**src/rtl/grid_pkg.sv**
```systemverilog
// grid_pkg: direction codes, FSM state type and width helper shared by the grid cursor blocks
package grid_pkg;
  localparam logic [2:0] DIR_IDLE  = 3'd0;
  localparam logic [2:0] DIR_UP    = 3'd1;
  localparam logic [2:0] DIR_DOWN  = 3'd2;
  localparam logic [2:0] DIR_RIGHT = 3'd3;
  localparam logic [2:0] DIR_LEFT  = 3'd4;
  typedef enum logic [1:0] {ST_IDLE, ST_HOLD, ST_REPEAT} state_t;
  function automatic int clog2_min1(input int n);
    return n > 1 ? $clog2(n) : 1;
  endfunction
endpackage

```
**src/rtl/dir_repeat_ctrl.sv**
```systemverilog
// dir_repeat_ctrl: press/hold/auto-repeat sequencer turning a held direction into step strobes
module dir_repeat_ctrl
  import grid_pkg::*;
#(
  parameter int REPEAT_DELAY  = 16,
  parameter int REPEAT_PERIOD = 4
) (
  input  logic       clk,
  input  logic       resetn,
  input  logic       en,
  input  logic       clr,
  input  logic [2:0] dir,
  output logic       step_valid,
  output logic [2:0] step_dir
);
  localparam int TMAX = REPEAT_DELAY > REPEAT_PERIOD ? REPEAT_DELAY : REPEAT_PERIOD;
  localparam int TW = clog2_min1(TMAX);
  localparam logic [TW-1:0] LIM_D = TW'(REPEAT_DELAY > 0 ? REPEAT_DELAY - 1 : 0);
  localparam logic [TW-1:0] LIM_P = TW'(REPEAT_PERIOD > 0 ? REPEAT_PERIOD - 1 : 0);
  state_t st, st_n;
  logic [TW-1:0] tmr, tmr_n, lim;
  logic [2:0] lat, lat_n, d;
  logic hold_only;
  assign d = dir > DIR_LEFT ? DIR_IDLE : dir;
  assign lim = st == ST_HOLD ? LIM_D : LIM_P;
  assign hold_only = st == ST_HOLD && REPEAT_DELAY == 0;
  assign step_dir = d;
  always_comb begin
    st_n = st;
    tmr_n = tmr;
    lat_n = lat;
    step_valid = 1'b0;
    if (st == ST_IDLE || (d != DIR_IDLE && d != lat)) begin
      if (d != DIR_IDLE) begin
        step_valid = 1'b1;
        lat_n = d;
        tmr_n = '0;
        st_n = ST_HOLD;
      end
    end else if (d == DIR_IDLE) begin
      st_n = ST_IDLE;
      tmr_n = '0;
      lat_n = DIR_IDLE;
    end else if (!hold_only) begin
      step_valid = tmr == lim;
      tmr_n = tmr == lim ? '0 : tmr + TW'(1);
      st_n = tmr == lim ? ST_REPEAT : st;
    end
    step_valid = step_valid & en & ~clr;
  end
  always_ff @(posedge clk) begin
    if (!resetn || clr) begin
      st <= ST_IDLE;
      tmr <= '0;
      lat <= DIR_IDLE;
    end else if (en) begin
      st <= st_n;
      tmr <= tmr_n;
      lat <= lat_n;
    end
  end
endmodule

```
**src/rtl/grid_cursor.sv**
```systemverilog
// grid_cursor: ROWS x COLS cursor with auto-repeat stepping, clamp or wrap edges, pause and direct load
module grid_cursor
  import grid_pkg::*;
#(
  parameter int ROWS          = 3,
  parameter int COLS          = 3,
  parameter int WRAP          = 0,
  parameter int REPEAT_DELAY  = 16,
  parameter int REPEAT_PERIOD = 4,
  localparam int RW = clog2_min1(ROWS),
  localparam int CW = clog2_min1(COLS),
  localparam int IW = clog2_min1(ROWS * COLS)
) (
  input  logic          clk,
  input  logic          resetn,
  input  logic          en,
  input  logic [2:0]    dir,
  input  logic          load_en,
  input  logic [RW-1:0] load_row,
  input  logic [CW-1:0] load_col,
  output logic [RW-1:0] row,
  output logic [CW-1:0] col,
  output logic [IW-1:0] index,
  output logic          moved,
  output logic          bumped
);
  localparam logic [RW-1:0] RMAX = RW'(ROWS - 1);
  localparam logic [CW-1:0] CMAX = CW'(COLS - 1);
  logic step_valid, up, dn, rt, lf, hit;
  logic [2:0] step_dir;
  logic [RW-1:0] nr;
  logic [CW-1:0] nc;
  dir_repeat_ctrl #(
    .REPEAT_DELAY (REPEAT_DELAY),
    .REPEAT_PERIOD(REPEAT_PERIOD)
  ) u_rep (
    .clk       (clk),
    .resetn    (resetn),
    .en        (en),
    .clr       (load_en),
    .dir       (dir),
    .step_valid(step_valid),
    .step_dir  (step_dir)
  );
  assign up = step_dir == DIR_UP;
  assign dn = step_dir == DIR_DOWN;
  assign rt = step_dir == DIR_RIGHT;
  assign lf = step_dir == DIR_LEFT;
  assign hit = (up && row == '0) || (dn && row == RMAX) || (lf && col == '0) || (rt && col == CMAX);
  assign nr = up ? (row == '0 ? RMAX : row - RW'(1)) : dn ? (row == RMAX ? '0 : row + RW'(1)) : row;
  assign nc = lf ? (col == '0 ? CMAX : col - CW'(1)) : rt ? (col == CMAX ? '0 : col + CW'(1)) : col;
  assign index = IW'(row) * IW'(COLS) + IW'(col);
  always_ff @(posedge clk) begin
    if (!resetn) begin
      row <= '0;
      col <= '0;
      moved <= 1'b0;
      bumped <= 1'b0;
    end else if (load_en) begin
      row <= load_row > RMAX ? RMAX : load_row;
      col <= load_col > CMAX ? CMAX : load_col;
      moved <= 1'b0;
      bumped <= 1'b0;
    end else begin
      moved <= 1'b0;
      bumped <= 1'b0;
      if (step_valid) begin
        if (hit && WRAP == 0) begin
          bumped <= 1'b1;
        end else begin
          row <= nr;
          col <= nc;
          moved <= nr != row || nc != col;
        end
      end
    end
  end
endmodule
```
**config.mk**
```make
export PLATFORM = sky130hd
export DESIGN_NAME = grid_cursor
export DESIGN_NICKNAME = d
export VERILOG_FILES = /design/src/rtl/grid_pkg.sv /design/src/rtl/dir_repeat_ctrl.sv /design/src/rtl/grid_cursor.sv
export SDC_FILE = /design/constraint.sdc
export NUM_CORES = 1
export LEC_CHECK = 0
export CORE_ASPECT_RATIO = 1.4
export CORE_UTILIZATION = 30
export CTS_CLUSTER_SIZE = 24
export DETAILED_ROUTE_END_ITERATION = 12
export DONT_BUFFER_PORTS = 1
export GPL_TIMING_DRIVEN = 0
export PLACE_DENSITY_LB_ADDON = 0.1
export SYNTH_ARGS = -nofsm -noshare
export SYNTH_HDL_FRONTEND = slang
export SYNTH_SLANG_ARGS = --single-unit
```
**constraint.sdc**
```tcl
create_clock -name clk -period 2.67 [get_ports clk]
set_clock_uncertainty 0.2 [all_clocks]
set_input_delay 0.801 -clock clk [delete_from_list [all_inputs] [get_ports clk]]
set_output_delay 0.801 -clock clk [all_outputs]
set_load 0.01 [all_outputs]
```
---- After elaboration in Yosys (flattened, before gate mapping) ----
Index checks and enable logic that the tools add are counted.
cells by class
  add/sub/neg operators ................... 6
  multiply operators ...................... 1
  magnitude comparators ................... 3
  equal/unequal tests ..................... 13
  multiplexer cells ....................... 33
  bitwise logic cells ..................... 5
  reduce and logical (&&, ||, !) cells .... 26
operator list
  cell                   number
  $mux W2                20
  $mux W4                5
  $mux W3                4
  $eq A3 B2 Y1 const B   2
  $logic_not A2 Y1       3
  $logic_or A1 B1 Y1     6
  $reduce_and A3 Y1      2
  $reduce_bool A3 Y1     2
  $logic_and A1 B1 Y1    5
  $add A2 B1 Y2 const B  2
  $add A4 B1 Y4 const B  1
  $add A4 B2 Y4          1
  $eq A2 B2 Y1 const B   2
  $eq A4 B4 Y1           1
  $gt A2 B2 Y1 const B   2
  $mul A2 B2 Y4 const B  1
  $mux W1                4
  $ne A2 B2 Y1           2
  $ne A2 B2 Y1 const B   2
  $reduce_and A2 Y1      2
  $reduce_bool A2 Y1     2
  $reduce_or A4 Y1       1
  $sub A2 B1 Y2 const B  2
  $eq A3 B1 Y1 const B   1
  9 further kinds        12
word-level totals
  register bits ........................... 15
  input bits .............................. 11
  output and inout port bits .............. 10
  word-level logic and storage cells ...... 94

---- Logic depth before layout (Yosys ltp) ----
Gate-level depths: netlist of run 1.
  depth in word-level cells ............... 10
  depth in mapped cells ................... 8
  mapped depth without buffers ............ 8

---- Cells and area by module ----
Synthesis of run 1 repeated with hierarchy kept, for this count alone.
second synthesis, totals
  cells, all modules ...................... 151
  area, all modules ....................... 1365.1 µm²
by module, submodules not included
  module           instances  cells each  area each (µm²)  seq. area each (µm²)
  grid_cursor      1          93          818.3            120.1
  dir_repeat_ctrl  1          58          546.8            180.2

---- Worst setup path before layout of run 1 ----
No wires, ideal clock.
  path kind ............................... reg2out
  from .................................... register col[1]
  to ...................................... output port index[2]
  data arrival time ....................... 1704 ps
  required time ........................... 1669 ps
  setup slack ............................. -35 ps
  cell stages (with the launch flop) ...... 6
  cells stage by stage .................... dfxtp_1 -> fa_1 -> ha_1 -> inv_1 -> fa_1 -> inv_1
between the ends
  word-level cells in the longest chain between the ends .. 1
ends and longest elaborated chain
  what                    line               text
  from (decl)             grid_cursor.sv:22  output logic [CW-1:0] col,
  from (signal assigned)  grid_cursor.sv:61  col <= load_col > CMAX ? CMAX : load_col;
  from (signal assigned)  grid_cursor.sv:72  col <= nc;
  $add A4 B2 Y4           grid_cursor.sv:52  assign index = IW'(row) * IW'(COLS) + IW'(col);
  to (decl)               grid_cursor.sv:23  output logic [IW-1:0] index,
No other way between the ends.

---- Worst setup path in the final report of run 1 ----
  from .................................... register row[1]
  to ...................................... output port index[2]
between the ends
  word-level cells in the longest chain between the ends .. 2
ends and longest elaborated chain
  what                    line               text
  from (decl)             grid_cursor.sv:21  output logic [RW-1:0] row,
  from (signal assigned)  grid_cursor.sv:60  row <= load_row > RMAX ? RMAX : load_row;
  from (signal assigned)  grid_cursor.sv:71  row <= nr;
  $mul A2 B2 Y4           grid_cursor.sv:52
  $add A4 B2 Y4           grid_cursor.sv:52
No other way between the ends.

==> reports/metrics.cfg, run 1 <==
[floorplanning]
io_pins=21
chipWidth_um=58.7
fp-row-count=28
dieArea_mm2=0.00478
core_mm2=0.00427
start_util=0.316
die_h_um=81.4

[cells_and_area]
final_cells=224
num-nets-final=189
syn_to_final_growth_pct=10.6
layout_commonest_cell=nand2_1
antennaDiodeCount=0
fillers=486
drive_above_1_share=0.171
final_cell_mix=nand2_1 (15), ha_1 (11), dfxtp_1 (11)

[clocking]
cts_root_buf=clkbuf_8
clk_latency_ns=0.25
numCtsBuffers=3
cts.reportedPaths.clkPinSlew_ns=0.07
ctsLongestPathBuffers=2
cts_sinks=15
cts_tree=yes
cts_max_level=1

[sta]
rsz0062_at_grt=yes
clock.fmax_mhz=346
fin_crit_ns=2.89
finalSetupTns_ns=-0.365
hold_viol=0
tightest_slew_ns=0.520
setup_viol_count_final=2
slew_headroom=0.651
slew_violations=0
period_share=1.08
layout_setup_ws_ns=-0.223

[status]
violations=setup timing
status=finished, violations left

[grt]
antenna_found_initial=0
grt_pass1_vias=1217
grt_usage=0.157
grt_max_degree=11
grt_pass1_wl_um=5680
grt-ovfl-total=0

[worst_hold_path]
holdPathStages=2
hold_path_class=flop to flop

[yosys]
netlist_instances=159
synth_nets=183
synth_ff_type=dfxtp_1
avgSynthCellArea_um2=8.50
ys_ff_latch=15
seq_area_frac_synth=0.222
ys_types=52
yosys_warnings=0
synth_enable_flop_cells=0
synthArstFlopShare=0
synth_area_mm2=0.00135

[route]
drtIter0Drc=29
drc=0
viasPerCell=5.35
met1_length_um=1380
route.met2.wl_um=1790
highest_layer=met4
vias=1198
wirelength_um=3370
firstDrtPassIters=4
drtAntennaViolNets=0
met3_wirelength_um=143
avgRoutedWirePerCell_um=15.1

[critical_path]
critPathMaxFanout=6
crit_type=flop to primary output
crit_arrival_ns=1.89
cp-start-kind=flop
required_ns=1.67
rr_worst_depth=8
end_kind=primary output

[placed_design]
portBuffers=0
gp_congestion=0.794
dp_hpwl_um=2710
placedCellCount=219

[power_and_ir_drop]
power.leakage_nw=0.548
powerDensity_mw_per_mm2=416
ir_drop_mv=0.189

[run]
drv_cap=0

timing repair:
item	4_1_cts	5_1_grt
resized for setup	5	1
hold buffers	0	0
pin swaps	1	1
buffers inserted	1	0
endpoints found under the setup margin	3	2
cells in the mapped netlist, types with 2 or more instances:
library cell | n | area share
dfxtp_1 | 15 | 0.22
nand2_1 | 15 | 0.042
ha_1 | 11 | 0.10
inv_1 | 11 | 0.031
nor2_1 | 9 | 0.025
nor2b_1 | 7 | 0.032
a22o_1 | 6 | 0.039
nor3_1 | 6 | 0.022
o21ai_0 | 6 | 0.022
a21oi_1 | 5 | 0.019
mux2i_1 | 4 | 0.030
nand2b_1 | 4 | 0.019
o22ai_1 | 4 | 0.019
a211oi_1 | 3 | 0.017
buf_2 | 3 | 0.011
o21a_1 | 3 | 0.017
a221o_1 | 2 | 0.015
a22oi_1 | 2 | 0.011
a2bb2oi_1 | 2 | 0.013
buf_4 | 2 | 0.011
fa_1 | 2 | 0.030
nand3_1 | 2 | 0.0074
nor4b_1 | 2 | 0.013
o211ai_1 | 2 | 0.011
o221ai_1 | 2 | 0.013
xnor2_1 | 2 | 0.013
xor2_1 | 2 | 0.013
layer usage:
layer / vias to the layer above / GRT usage
met1: 564 / 0.163
met3: 6 / 0.0299
met5: - / 0
met2: 27 / 0.297
li1: 601 / -
met4: 0 / 0.0714
report_power, final:
| part | internal (mW) | total, mW | switching [mW] | leakage, nW |
|---|---|---|---|---|
| combinational | 0.0793 | 0.186 | 0.107 | 0.398 |
| sequential | 0.232 | 0.252 | 0.0196 | 0.124 |
| clock | 0.103 | 0.184 | 0.0804 | 0.0255 |
| total | 0.415 | 0.622 | 0.207 | 0.548 |
cell type report:
| class | instances | area, um2 | area share |
|---|---|---|---|
| Clock buffer | 3 | 41.3 | 0.0276 |
| Buffer | 7 | 45.0 | 0.0301 |
| Timing Repair Buffer | 1 | 10.0 | 0.00669 |
| Multi-Input combinational cell | 126 | 965 | 0.645 |
| Inverter | 11 | 41.3 | 0.0276 |
| Tap cell | 60 | 75.1 | 0.0502 |
| Clock inverter | 1 | 5.00 | 0.00335 |
| Sequential cell | 15 | 313 | 0.209 |
logic make-up after synthesis:
group	count (synthesis)	synth area share
adder cells (fa/ha/maj)	13	0.131
AO/OA/AOI/OAI	50	0.287
XOR/XNOR	4	0.0259
multiplexers	5	0.0407
buffers and inverters	18	0.0639
AND/OR/NAND/NOR	54	0.229
flip-flops	15	0.222
critical path: stages, from the launching register on:
cell and delay (ns):
dfxtp_4 0.38, fa_1 0.54, ha_1 0.14, inv_1 0.05, fa_1 0.47, inv_1 0.06
state kept, by name (all words and copies together), names as in the netlist:
name / count
u_rep.lat: 3
moved: 1
u_rep.tmr: 4
u_rep.st: 2
row: 2
bumped: 1
col: 2
final timing paths:
check	startpoint	to	slack, ns
setup reg to reg	col[0]	row[1]	0.21
setup / recovery	row[1]	index[2]	-0.22
hold reg to reg	row[0]	row[0]	0.35
hold / removal	row[0]	row[0]	0.35
stage by stage:
step	instance area, um2	total power, mW	hold slack [ns]	utilization	setup slack [ns]
after floorplan	1350	0.399	0.286	-	0.0277
after global placement	1430	0.437	0.320	0.334	-0.0521
after detailed placement	1430	0.441	0.319	0.334	-0.0809
after CTS	1490	0.630	0.339	0.349	-0.244
after global routing	1500	0.661	0.379	0.350	-0.320
final	1500	0.622	0.351	0.350	-0.223
(Power assumes the default switching activity.)
==> run 2: changes to the inputs <==
- CORE_ASPECT_RATIO: 1.4 -> default
- TNS_END_PERCENT: default -> 10
==> run 2 against run 1 <==
The run still ends with setup timing left. Critical endpoint unchanged. Largest cell class unchanged. Final cell count down 4.0%. Critical path depth unchanged. Core utilization down 1.0 points. Sequential power about the same. Global-route usage decreased by 0.55 points. Clock power about the same. Die area barely moved. Routed wire length rose by 2.4%. Combinational power is essentially flat. First-iteration DRC count increased to 2.5 times the previous value. Worst hold slack improved by 0.0038 ns.
==> reports/metrics.cfg, run 2 (synthesis gave the netlist of run 1 again) <==
[grt]
grt_pass1_vias=1165  ; was 1217
grt_usage=0.151  ; was 0.157
antenna_found_initial=0  ; unchanged
grt_max_degree=11  ; unchanged
grt_pass1_wl_um=5850  ; was 5680 um
grt-ovfl-total=0  ; unchanged

[run]
drv_cap=0  ; unchanged

[floorplanning]
start_util=0.310  ; was 0.316
die_h_um=69.1  ; was 81.4 um
dieArea_mm2=0.00478  ; about the same
fp-row-count=24  ; was 28
io_pins=21  ; unchanged
core_mm2=0.00435  ; was 0.00427 mm2
chipWidth_um=69.1  ; was 58.7 um

[critical_path]
ff2ff_setup_slack_ns=0.20  ; was 0.21 ns
crit_arrival_ns=1.91  ; was 1.89 ns
crit-reg2reg-launch=col[0]  ; unchanged
critPathBufInv=2  ; unchanged
end_kind=primary output  ; unchanged
r2r-end=row[1]  ; unchanged
critPathMaxFanout=6  ; unchanged
critPathMaxStageDelay_ns=0.54  ; about the same
cp-start-kind=flop  ; unchanged
crit_type=flop to primary output  ; unchanged
required_ns=1.67  ; about the same
cpLargestDelayFamily=adder cells  ; unchanged
cp_slowest_cell=fa_1  ; unchanged
crit_chain=fa_1 > ha_2 > inv_2 > fa_1 > inv_2  ; was fa_1 > ha_1 > inv_1 > fa_1 > inv_1
rr_worst_depth=8  ; unchanged

[cells_and_area]
drive_above_1_share=0.184  ; was 0.171
syn_to_final_growth_pct=9.35  ; was 10.6%
antennaDiodeCount=0  ; unchanged
fillers=441  ; was 486
final_cell_mix=nand2_1 (15), dfxtp_1 (11), ha_1 (10)  ; was nand2_1 (15), ha_1 (11), dfxtp_1 (11)
num-nets-final=188  ; was 189
largest_register_ffs=4  ; unchanged
top_register=u_rep.tmr  ; unchanged
final_cells=215  ; was 224
top_regs=u_rep.tmr: 4 flops, u_rep.lat: 3 flops  ; unchanged
layout_commonest_cell=nand2_1  ; unchanged

[power_and_ir_drop]
powerDensity_mw_per_mm2=422  ; was 416 mW/mm2
switching_power_mw=0.209  ; was 0.207 mW
power_frac_comb=0.293  ; was 0.299
clkPwrFrac=0.300  ; was 0.295
pwr-share-seq=0.407  ; was 0.405
intPower_mw=0.414  ; was 0.415 mW
power.leakage_nw=0.539  ; was 0.548 nW
switching_share=0.335  ; was 0.333
ir_drop_mv=0.183  ; was 0.189 mV
total_power_mw=0.623  ; was 0.622 mW

[sta]
layout_setup_ws_ns=-0.245  ; was -0.223 ns
tightest_slew_ns=0.546  ; was 0.520 ns
period_share=1.09  ; was 1.08
setup_viol_count_final=2  ; unchanged
slew_headroom=0.635  ; was 0.651
hold_ws_ns=0.355  ; was 0.351 ns
rsz0062_at_grt=yes  ; unchanged
hold_viol=0  ; unchanged
clock.fmax_mhz=343  ; was 346 MHz
slew_violations=0  ; unchanged
fin_crit_ns=2.92  ; was 2.89 ns

[worst_hold_path]
holdPathStages=2  ; unchanged
whs_endpoint=row[0]  ; unchanged
hold_path_class=flop to flop  ; unchanged
min_from=row[0]  ; unchanged

[route]
drtAntennaViolNets=0  ; unchanged
drtIter0Drc=73  ; was 29
drc=0  ; unchanged
viasPerCell=5.61  ; was 5.35
vias=1207  ; was 1198
avgRoutedWirePerCell_um=16.1  ; was 15.1 um
firstDrtPassIters=4  ; unchanged
wirelength_um=3460  ; was 3370 um

[clocking]
ctsLongestPathBuffers=2  ; unchanged
cts.reportedPaths.clkPinSlew_ns=0.06  ; was 0.07 ns
cts_root_buf=clkbuf_8  ; unchanged
cts_max_level=1  ; unchanged
cts_tree=yes  ; unchanged
clk_latency_ns=0.25  ; about the same
holdBufCountCts=0  ; unchanged
numCtsBuffers=3  ; unchanged
cts_sinks=15  ; unchanged

[status]
status=finished, violations left  ; unchanged
violations=setup timing  ; unchanged

[placed_design]
portBuffers=0  ; unchanged
dp_hpwl_um=2670  ; was 2710 um
gp_congestion=0.820  ; was 0.794
placedCellCount=211  ; was 219
place_ws_ns=-0.0841  ; was -0.0809 ns

==> run 2: area by class of cell <==
type | count | area (um2) | area share
plain buffers | 7 | 45.0 | 0.0305
clock buffers | 3 | 41.3 | 0.0279
clock inverters | 1 | 5.00 | 0.00339
inverters | 11 | 41.3 | 0.0279
multi-input cells | 126 | 967 | 0.655
flip-flops and latches | 15 | 313 | 0.212
well taps | 52 | 65.1 | 0.0440
==> run 2: per-stage QoR <==
step	cell area [um2]	setup TNS, ns	util
after floorplan	1350	0	-
after global placement	1420	-0.124	0.326
after detailed placement	1420	-0.299	0.326
after CTS	1480	-0.443	0.339
after global routing	1480	-0.535	0.339
final	1480	-0.411	0.339
==> run 2: worst register-to-register path: stages (launching register included) <==
cell and delay [ns]:
dfxtp_2 0.47, inv_1 0.13, ha_1 0.26, mux2_4 0.27
a22oi_2 0.20, o21ai_2 0.13, nor4_2 0.35, nor3_2 0.14
a211oi_2 0.22
==> run 2: worst max path at each step <==
stage / start / endpoint / slack (ns) / cells after the start
3_5_place_dp: row[1] / index[2] / -0.08 / 5
2_1_floorplan: row[1] / index[2] / 0.03 / 5
6_report: row[1] / index[2] / -0.25 / 5
5_1_grt: row[1] / index[2] / -0.31 / 5
3_3_place_gp: row[1] / index[2] / -0.05 / 5
4_1_cts: row[1] / index[2] / -0.26 / 5
==> run 2: routing by layer <==
metal / vias to the layer above / track usage / routed length (um)
li1: 600 / - / -
met1: 575 / 0.181 / 1520
met2: 26 / 0.268 / 1760
met3: 6 / 0.0395 / 138
met4: 0 / 0.0340 / 38
met5: - / 0 / 0
==> run 2: power by group through the flow <==
stage                     sequential [mW]  combinational [mW]  clock (mW)
after floorplan                     0.252               0.147           0
after global placement              0.258               0.177           0
after detailed placement            0.259               0.180           0
after CTS                           0.254               0.184       0.192
after global routing                0.256               0.201       0.211
final                               0.253               0.183       0.187
==> run 2: repair_timing <==
item / CTS / global route
resized for setup: 9 / 0
pin swaps: 2 / 0
endpoints found under the setup margin: 2 / 2
setup buffers: 0 / 0
==> run 3: changes to the inputs <==
- MAX_ROUTING_LAYER: default -> met4
==> run 3 against run 2 <==
The flow still finishes with violations (setup timing). Die area unchanged. First-iteration DRC count rose by 15%. Non-clock buffer count unchanged. Combinational power barely moved. Total power about the same. Final cell count unchanged. Via count unchanged. Register-to-register slack is essentially flat. Setup slack about the same. Critical path type unchanged. Highest routed layer unchanged.
==> reports/metrics.cfg, run 3 (synthesis gave the netlist of run 1 again) <==
[worst_hold_path]
hold_path_class=flop to flop  ; unchanged
whs_endpoint=u_rep.lat[0]  ; was row[0]
holdPathStages=1  ; was 2
min_from=u_rep.lat[0]  ; was row[0]

[grt]
grt_pass1_vias=1164  ; was 1165
antenna_found_initial=0  ; unchanged
grt_max_degree=11  ; unchanged
grt_pass1_wl_um=5860  ; was 5850 um
grt-ovfl-total=0  ; unchanged
grt_usage=0.156  ; was 0.151

[clocking]
ctsLongestPathBuffers=2  ; unchanged
cts_sinks=15  ; unchanged
cts_setup_buffers=0  ; unchanged
numCtsBuffers=3  ; unchanged
cts.reportedPaths.clkPinSlew_ns=0.06  ; about the same
clk_latency_ns=0.25  ; about the same
cts_tree=yes  ; unchanged
cts_max_level=1  ; unchanged
holdBufCountCts=0  ; unchanged
cts_root_buf=clkbuf_8  ; unchanged

[sta]
finalSetupTns_ns=-0.411  ; about the same
slew_violations=0  ; unchanged
slew_headroom=0.628  ; was 0.635
period_share=1.09  ; about the same
layout_setup_ws_ns=-0.245  ; about the same
hold_ws_ns=0.356  ; was 0.355 ns
tightest_slew_ns=0.557  ; was 0.546 ns
rsz0062_at_grt=yes  ; unchanged
setup_viol_count_final=2  ; unchanged
hold_viol=0  ; unchanged
clock.fmax_mhz=343  ; about the same
fin_crit_ns=2.92  ; about the same

[critical_path]
crit_arrival_ns=1.91  ; about the same
ff2ff_setup_slack_ns=0.20  ; about the same
cpLargestDelayFamily=adder cells  ; unchanged
critPathMaxFanout=6  ; unchanged
required_ns=1.67  ; about the same
critPathBufInv=2  ; unchanged
crit-reg2reg-launch=col[0]  ; unchanged
crit_type=flop to primary output  ; unchanged
end_kind=primary output  ; unchanged
r2r-end=row[1]  ; unchanged
critPathMaxStageDelay_ns=0.54  ; about the same
rr_worst_depth=8  ; unchanged
cp_slowest_cell=fa_1  ; unchanged
crit_chain=fa_1 > ha_2 > inv_2 > fa_1 > inv_2  ; unchanged
cp-start-kind=flop  ; unchanged

[status]
status=finished, violations left  ; unchanged
violations=setup timing  ; unchanged

[cells_and_area]
final_area_mm2=0.00148  ; unchanged
final_cells=215  ; unchanged
syn_to_final_growth_pct=9.35  ; unchanged
final_cell_mix=nand2_1 (15), dfxtp_1 (11), ha_1 (10)  ; unchanged
largest_register_ffs=4  ; unchanged
top_regs=u_rep.tmr: 4 flops, u_rep.lat: 3 flops  ; unchanged
top_register=u_rep.tmr  ; unchanged
num-nets-final=188  ; unchanged
drive_above_1_share=0.184  ; unchanged
fillers=441  ; unchanged
layout_commonest_cell=nand2_1  ; unchanged
antennaDiodeCount=0  ; unchanged

[floorplanning]
fp-row-count=24  ; unchanged
io_pins=21  ; unchanged
dieArea_mm2=0.00478  ; unchanged
chipWidth_um=69.1  ; unchanged
start_util=0.310  ; unchanged
die_h_um=69.1  ; unchanged
core_mm2=0.00435  ; unchanged

[route]
viasPerCell=5.61  ; unchanged
firstDrtPassIters=4  ; unchanged
drtAntennaViolNets=0  ; unchanged
drc=0  ; unchanged
wirelength_um=3440  ; was 3460 um
avgRoutedWirePerCell_um=16.0  ; was 16.1 um
vias=1207  ; unchanged
drtIter0Drc=84  ; was 73

[power_and_ir_drop]
total_power_mw=0.623  ; about the same
ir_drop_mv=0.183  ; about the same
powerDensity_mw_per_mm2=422  ; about the same
power.leakage_nw=0.539  ; unchanged

[placed_design]
gp_congestion=0.832  ; was 0.820
portBuffers=0  ; unchanged
place_area_mm2=0.00142  ; unchanged
placedCellCount=211  ; unchanged
dp_hpwl_um=2670  ; unchanged

[run]
drv_cap=0  ; unchanged

## run 3: cell counts in the layout (fill, tap and decap cells not counted)
No cell type changed its count.
## run 3: what timing repair did
item | CTS | global route
gates resized for setup | 9 | 0
setup endpoints to repair | 2 | 2
pin swaps | 2 | 0
## run 3: per-layer routing
metal / track usage / vias to the layer above / routed length, um
met5: - / - / 0
met1: 0.182 / 572 / 1530
li1: - / 599 / -
met4: 0.0340 / 0 / 38
met2: 0.268 / 30 / 1730
met3: 0.0395 / 6 / 142
## run 3: power breakdown
group | internal, mW | switching, mW
Combinational | 0.0783 | 0.105
Sequential | 0.233 | 0.0211
Clock | 0.103 | 0.0832
## run 3: area by class of cell
type,instances,area (um2),share of cell area
Buffer,7,45.0,0.0305
Clock buffer,3,41.3,0.0279
Clock inverter,1,5.00,0.00339
Inverter,11,41.3,0.0279
Multi-Input combinational cell,126,967,0.655
Sequential cell,15,313,0.212
Tap cell,52,65.1,0.0440
## run 3: worst max-delay path by stage
stage                 from  endpoint  slack, ns  cells past startpoint
floorplan           row[1]  index[2]       0.03                      5
global placement    row[1]  index[2]      -0.05                      5
detailed placement  row[1]  index[2]      -0.08                      5
CTS                 row[1]  index[2]      -0.26                      5
global route        row[1]  index[2]      -0.31                      5
finish              row[1]  index[2]      -0.25                      5
## run 3: metrics by stage
stage,util,setup slack [ns]
floorplan,-,0.0277
global placement,0.326,-0.0520
detailed placement,0.326,-0.0841
CTS,0.339,-0.262
global route,0.339,-0.306
finish,0.339,-0.245
## run 3: worst reg2reg max path, cell delays in order (launching register included)
cell and delay (ns):
dfxtp_2 0.47, inv_1 0.14, ha_1 0.26, mux2_4 0.27, a22oi_2 0.21, o21ai_2 0.13
nor4_2 0.35, nor3_2 0.14, a211oi_2 0.22
